--- config.mk ---
export PLATFORM = sky130hd
export DESIGN_NAME = uart_rx_core
export DESIGN_NICKNAME = d
export VERILOG_FILES = /design/src/rtl/uart_rx_core_pkg.sv /design/src/rtl/uart_rx_core_sync_2ff.sv /design/src/rtl/uart_rx_core.sv
export SDC_FILE = /design/constraint.sdc
export NUM_CORES = 1
export LEC_CHECK = 0
export CAP_MARGIN = 20
export CORE_MARGIN = 8
export CORE_UTILIZATION = 30
export CTS_CLUSTER_SIZE = 28
export DETAILED_ROUTE_END_ITERATION = 6
export GPL_ROUTABILITY_DRIVEN = 0
export SLEW_MARGIN = 20
export SYNTH_ARGS = -nofsm -noshare
export SYNTH_HDL_FRONTEND = slang
export SYNTH_SLANG_ARGS = --single-unit
--- constraint.sdc ---
create_clock -name clk -period 2.6 [get_ports clk]
set_input_delay 0.78 -clock clk [delete_from_list [all_inputs] [get_ports clk]]
set_output_delay 0.78 -clock clk [all_outputs]
set_load 0.02 [all_outputs]
--- src/rtl/uart_rx_core_pkg.sv ---
// uart_rx_core_pkg
//   Shared types and constants for the UART receiver.
//   - rx_state_e   : receiver FSM states
//   - DEF_*        : default frame/oversampling parameters
//   - clog2()      : counter width helper (never returns less than 1)
package uart_rx_core_pkg;

  typedef enum logic [2:0] {
    IDLE  = 3'd0,
    START = 3'd1,
    DATA  = 3'd2,
    STOP  = 3'd3,
    BREAK = 3'd4
  } rx_state_e;

  localparam int DEF_DATA_BITS   = 8;
  localparam int DEF_OVERSAMPLE  = 16;
  localparam int DEF_SYNC_STAGES = 2;

  function automatic int clog2(input int n);
    int r;
    r = 0;
    while ((1 << r) < n) r++;
    return (r < 1) ? 1 : r;
  endfunction

endpackage

--- src/rtl/uart_rx_core_sync_2ff.sv ---
// sync_2ff
//   Multi-stage flip-flop synchroniser for a single asynchronous bit.
//   Ports:
//     clk_i    in  system clock
//     rst_n_i  in  asynchronous active-low reset (chain loads RESET_VAL)
//     d_i      in  asynchronous input
//     q_o      out synchronised output (STAGES clocks of latency)
module sync_2ff #(
  parameter int   STAGES    = 2,
  parameter logic RESET_VAL = 1'b1
) (
  input  logic clk_i,
  input  logic rst_n_i,
  input  logic d_i,
  output logic q_o
);

  logic [STAGES-1:0] sync_q;

  always_ff @(posedge clk_i or negedge rst_n_i) begin
    if (!rst_n_i) begin
      sync_q <= {STAGES{RESET_VAL}};
    end else begin
      sync_q <= {sync_q[STAGES-2:0], d_i};
    end
  end

  assign q_o = sync_q[STAGES-1];

endmodule

--- src/rtl/uart_rx_core.sv ---
// uart_rx_core
//   8N1-style UART receiver using an oversampling tick. Each correctly framed
//   byte is presented on bus together with a one-cycle rx_done strobe; a low
//   stop bit produces a one-cycle frame_err strobe and leaves bus untouched.
//   Ports:
//     clk        in   system clock
//     rst_n      in   asynchronous active-low reset
//     dcom       in   serial line (idle high, asynchronous)
//     tick_in    in   OVERSAMPLE x baud enable pulse
//     bus        out  last good byte
//     rx_done    out  1-cycle pulse when bus updates
//     frame_err  out  1-cycle pulse on a low stop bit
//
//   state | meaning
//   ------+----------------------------------------------------------
//   IDLE  | line idle, waiting for a low sample
//   START | counting to mid start bit to reject glitches
//   DATA  | sampling DATA_BITS data bits at mid bit, LSB first
//   STOP  | sampling stop bit at mid bit
//   BREAK | stop bit was low; wait for line to return high
module uart_rx_core
  import uart_rx_core_pkg::*;
#(
  parameter int DATA_BITS   = DEF_DATA_BITS,
  parameter int OVERSAMPLE  = DEF_OVERSAMPLE,
  parameter int SYNC_STAGES = DEF_SYNC_STAGES
) (
  input  logic                 clk,
  input  logic                 rst_n,
  input  logic                 dcom,
  input  logic                 tick_in,
  output logic [DATA_BITS-1:0] bus,
  output logic                 rx_done,
  output logic                 frame_err
);

  localparam int TW = clog2(OVERSAMPLE);
  localparam int BW = clog2(DATA_BITS + 1);

  localparam logic [TW-1:0] TICK_MID  = TW'(OVERSAMPLE / 2 - 1);
  localparam logic [TW-1:0] TICK_LAST = TW'(OVERSAMPLE - 1);
  localparam logic [BW-1:0] BIT_LAST  = BW'(DATA_BITS - 1);

  logic rx_s;

  rx_state_e            state_q, state_d;
  logic [TW-1:0]        tick_cnt_q, tick_cnt_d;
  logic [BW-1:0]        bit_cnt_q, bit_cnt_d;
  logic [DATA_BITS-1:0] shift_q, shift_d;
  logic [DATA_BITS-1:0] bus_q, bus_d;
  logic                 rx_done_q, rx_done_d;
  logic                 frame_err_q, frame_err_d;

  sync_2ff #(
    .STAGES    (SYNC_STAGES),
    .RESET_VAL (1'b1)
  ) u_sync (
    .clk_i   (clk),
    .rst_n_i (rst_n),
    .d_i     (dcom),
    .q_o     (rx_s)
  );

  always_ff @(posedge clk or negedge rst_n) begin
    if (!rst_n) begin
      state_q     <= IDLE;
      tick_cnt_q  <= '0;
      bit_cnt_q   <= '0;
      shift_q     <= '0;
      bus_q       <= '0;
      rx_done_q   <= 1'b0;
      frame_err_q <= 1'b0;
    end else begin
      state_q     <= state_d;
      tick_cnt_q  <= tick_cnt_d;
      bit_cnt_q   <= bit_cnt_d;
      shift_q     <= shift_d;
      bus_q       <= bus_d;
      rx_done_q   <= rx_done_d;
      frame_err_q <= frame_err_d;
    end
  end

  // Everything advances only on tick cycles; strobes default low so they
  // are exactly one clock wide.
  always_comb begin
    state_d     = state_q;
    tick_cnt_d  = tick_cnt_q;
    bit_cnt_d   = bit_cnt_q;
    shift_d     = shift_q;
    bus_d       = bus_q;
    rx_done_d   = 1'b0;
    frame_err_d = 1'b0;

    if (tick_in) begin
      case (state_q)
        IDLE: begin
          if (!rx_s) begin
            state_d    = START;
            tick_cnt_d = '0;
          end
        end

        START: begin
          if (tick_cnt_q == TICK_MID) begin
            if (!rx_s) begin
              state_d    = DATA;
              tick_cnt_d = '0;
              bit_cnt_d  = '0;
            end else begin
              state_d = IDLE;
            end
          end else begin
            tick_cnt_d = tick_cnt_q + 1'b1;
          end
        end

        DATA: begin
          if (tick_cnt_q == TICK_LAST) begin
            shift_d    = {rx_s, shift_q[DATA_BITS-1:1]};
            tick_cnt_d = '0;
            bit_cnt_d  = bit_cnt_q + 1'b1;
            if (bit_cnt_q == BIT_LAST) begin
              state_d = STOP;
            end
          end else begin
            tick_cnt_d = tick_cnt_q + 1'b1;
          end
        end

        STOP: begin
          // Returning to IDLE at mid stop bit lets a start edge that follows
          // immediately be caught even with a slightly fast transmitter.
          if (tick_cnt_q == TICK_LAST) begin
            tick_cnt_d = '0;
            if (rx_s) begin
              bus_d     = shift_q;
              rx_done_d = 1'b1;
              state_d   = IDLE;
            end else begin
              frame_err_d = 1'b1;
              state_d     = BREAK;
            end
          end else begin
            tick_cnt_d = tick_cnt_q + 1'b1;
          end
        end

        BREAK: begin
          if (rx_s) begin
            state_d = IDLE;
          end
        end

        default: begin
          state_d = IDLE;
        end
      endcase
    end
  end

  assign bus       = bus_q;
  assign rx_done   = rx_done_q;
  assign frame_err = frame_err_q;

endmodule

==> impl_metrics.py <==
metrics = {
    "timing": {
        "setup_violations": 0,
        "period_share": 0.803,
        "tns_ns": 0,
        "worst_pin_slew_ns": 0.426,
        "rsz0062_at_grt": "false",
        "max_freq_mhz": 479,
        "layout_min_cycle_time_ns": 2.09,
        "slew_violations": 0,
        "hold_viol_final": 0,
        "fin_worst_skew_ns": 0.00417,
        "max_slew_margin": 0.716,
    },
    "critical_path": {
        "crit_slowest_cell": "clkdlybuf4s50_1",
        "worst-path-buf-inv": 2,
        "start_kind": "input port",
        "cp.required_ns": 2.76,
        "critPathKind": "input port to flop",
        "r2r_cells": 3,
        "reg2reg_slack_ns": 0.65,
        "cp_cell_sequence": "clkdlybuf4s50_1 > nand4_2 > nor3_4 > buf_4 > mux2_1",
        "critPathArrivalTime_ns": 2.25,
        "worstPathMaxFanout": 9,
        "worstSetupEndpointType": "flop",
        "r2r-end": "bit_cnt_q[2]",
        "r2r_start": "state_q[1]",
        "critPathTopFamily": "buffers and inverters",
        "max_stage_delay_ns": 0.50,
    },
    "worst_hold_path": {
        "worstHoldStart": "u_sync.sync_q[0]",
        "holdPathStages": 0,
        "worstHoldPathType": "flop to flop",
        "worstHoldEndpoint": "u_sync.sync_q[1]",
    },
    "cells_and_area": {
        "num-nets-final": 144,
        "antennaDiodeCount": 0,
        "fillerInstances": 466,
        "layout-drive-gt1-share": 0.137,
        "syn_to_final_growth_pct": 22.5,
    },
    "global_routing": {
        "grt_use_total": 0.0827,
        "grt_overflow": 0,
        "antenna_found_initial": 0,
        "grt_max_degree": 32,
        "grt_pass1_wl_microns": 4770,
        "gr-usage-met3": 0.0363,
        "grt_pass1_vias": 1033,
        "met1_usage": 0.101,
        "top_usage_layer": "met2",
        "gr-usage-met2": 0.119,
    },
    "job": {
        "cap_viol_max_count": 0,
    },
    "synthesis": {
        "syn_inst": 118,
        "synth_edf_count": 0,
        "netlist.area_leader.share": 0.501,
        "synth_ff_type": "dfrtp_1",
        "ys_types": 42,
        "syn_nets": 124,
        "synth_area_sq_mm": 0.00145,
        "syn_area_per_cell_sq_um": 12.3,
        "async_flop_share": 1.00,
        "synth.area.top_cells": "dfrtp_1 50%, mux2_1 12%, dfstp_2 3.6%",
        "synth_warnings": 0,
        "yosysSeqAreaShare": 0.537,
        "yosysTopAreaCell": "dfrtp_1",
        "synth_seq_cells": 31,
    },
    "floorplan": {
        "pin_count": 14,
        "core-area_sq_mm": 0.00469,
        "start_util": 0.309,
        "die_height_microns": 85.5,
        "dieWidth_microns": 85.5,
        "dieArea_sq_mm": 0.00731,
        "fp-row-count": 25,
    },
    "clock_network": {
        "post_cts_buffers": 0,
        "cts-root-buf": "clkbuf_8",
        "h-tree-depth": 2,
        "hold_buffers": 0,
        "cts.sink_count": 31,
        "cts_made_buffers": 5,
        "path_clk_slew_ns": 0.06,
        "clock_latency_ns": 0.28,
        "cts_resized": 0,
        "clock_path_buffers": 2,
        "cts_tree": "done",
    },
    "route": {
        "drt_pre_antenna_iters": 4,
        "routed_via_density": 5.18,
        "wl_microns": 2840,
        "detail-route-antenna-nets": 0,
        "dr_total_vias": 1000,
        "wl_per_cell_microns": 14.7,
        "drtIter0Drc": 37,
        "drcViolationCount": 0,
    },
    "placement": {
        "io_buffers": 13,
        "dpl.hpwl_microns": 1960,
    },
    "power": {
        "ir_drop_v": 0.000297,
        "fin_total_pwr_mw": 1.56,
        "p_leak_nw": 0.824,
        "power_density_mw_per_mm2": 879,
    },
    "outcome": {
        "status": "finished clean",
    },
}
-- worst max path at each step --
stage	from	endpoint	slack, ns	depth (start not counted)
after detailed placement	tick_in	bus[6]	0.22	5
after global routing	tick_in	bus[2]	0.46	5
after CTS	tick_in	bus[5]	0.51	5
final	tick_in	bus[5]	0.51	5
after floorplan	tick_in	bus[0]	0.78	3
after global placement	tick_in	bus[5]	0.25	5
-- layout make-up --
type	instances	area (sq um)	share of cell area
inverters	4	15.0	0.00846
clock inverters	2	35.0	0.0197
well taps	54	67.6	0.0381
multi-input cells	78	628	0.354
repair buffers	18	168	0.0945
flip-flops and latches	31	778	0.439
clock buffers	6	82.6	0.0465
-- per-layer routing --
layer  vias to the layer above  wire length, microns
met5                         -                     0
met4                         0                    53
met3                         8                   174
met2                        23                  1290
met1                       493                  1320
li1                        476                     -
-- state kept, by name, summed over array words and instances, names as in the netlist --
signal and cells:
u_sync.sync_q 2, shift_q 8, bus 8, state_q 3, frame_err 1, bit_cnt_q 4
tick_cnt_q 4, rx_done 1
-- power by group --
part / internal (mW) / total, mW / switching [mW]
registers: 0.563 / 0.712 / 0.149
logic: 0.175 / 0.363 / 0.188
clock network: 0.310 / 0.485 / 0.176
total: 1.05 / 1.56 / 0.512
-- metrics by stage --
stage	area, sq um	hold WS [ns]	cells	util	setup WS, ns
detailed placement	1660	0.347	185	0.353	0.219
floorplan	1450	0.345	118	-	0.776
global route	1770	0.372	193	0.378	0.459
finish	1770	0.353	193	0.378	0.511
global placement	1660	0.347	185	0.353	0.251
CTS	1770	0.358	193	0.378	0.508
-- synthesized netlist by cell type (all sizes together), types with 3 or more instances --
| cell type | instances |
|---|---|
| dfrtp | 29 |
| mux2 | 17 |
| nand2 | 8 |
| nor2b | 6 |
| inv | 4 |
| o211ai | 4 |
| clkbuf | 3 |
| nand2b | 3 |
| nor2 | 3 |
| nor3 | 3 |
| o21ai | 3 |
-- cells by family (layout without fill, tap and decap cells) --
| kind of cell | after synthesis | after routing | synth area share |
|---|---|---|---|
| multiplexers | 18 | 18 | 0.139 |
| AND/OR/NAND/NOR | 35 | 35 | 0.154 |
| AO/OA/AOI/OAI | 22 | 22 | 0.117 |
| XOR/XNOR | 1 | 1 | 0.00605 |
| buffers and inverters | 9 | 30 | 0.0294 |
| adder cells (fa/ha/maj) | 2 | 2 | 0.0173 |
| flip-flops | 31 | 31 | 0.537 |
-- cells in the final DEF, fill, tap and decap left out, types with 2 or more instances in the layout --
| cell type | n |
|---|---|
| o221ai_1 | 2 |
| o21ai_1 | 2 |
| nor2_1 | 2 |
| nor2b_1 | 6 |
| mux2_1 | 16 |
| buf_4 | 5 |
| nand2b_1 | 3 |
| a211o_1 | 2 |
| clkdlybuf4s50_1 | 13 |
| clkbuf_8 | 6 |
| dfrtp_1 | 29 |
| o41ai_1 | 2 |
| dfstp_2 | 2 |
| o211ai_1 | 4 |
| nor3b_1 | 2 |
| nand3_1 | 2 |
| nor4_1 | 2 |
| ha_1 | 2 |
| nor3_1 | 2 |
| inv_1 | 4 |
| nand2_1 | 8 |
No activity file was read; power rests on OpenSTA's default activity.
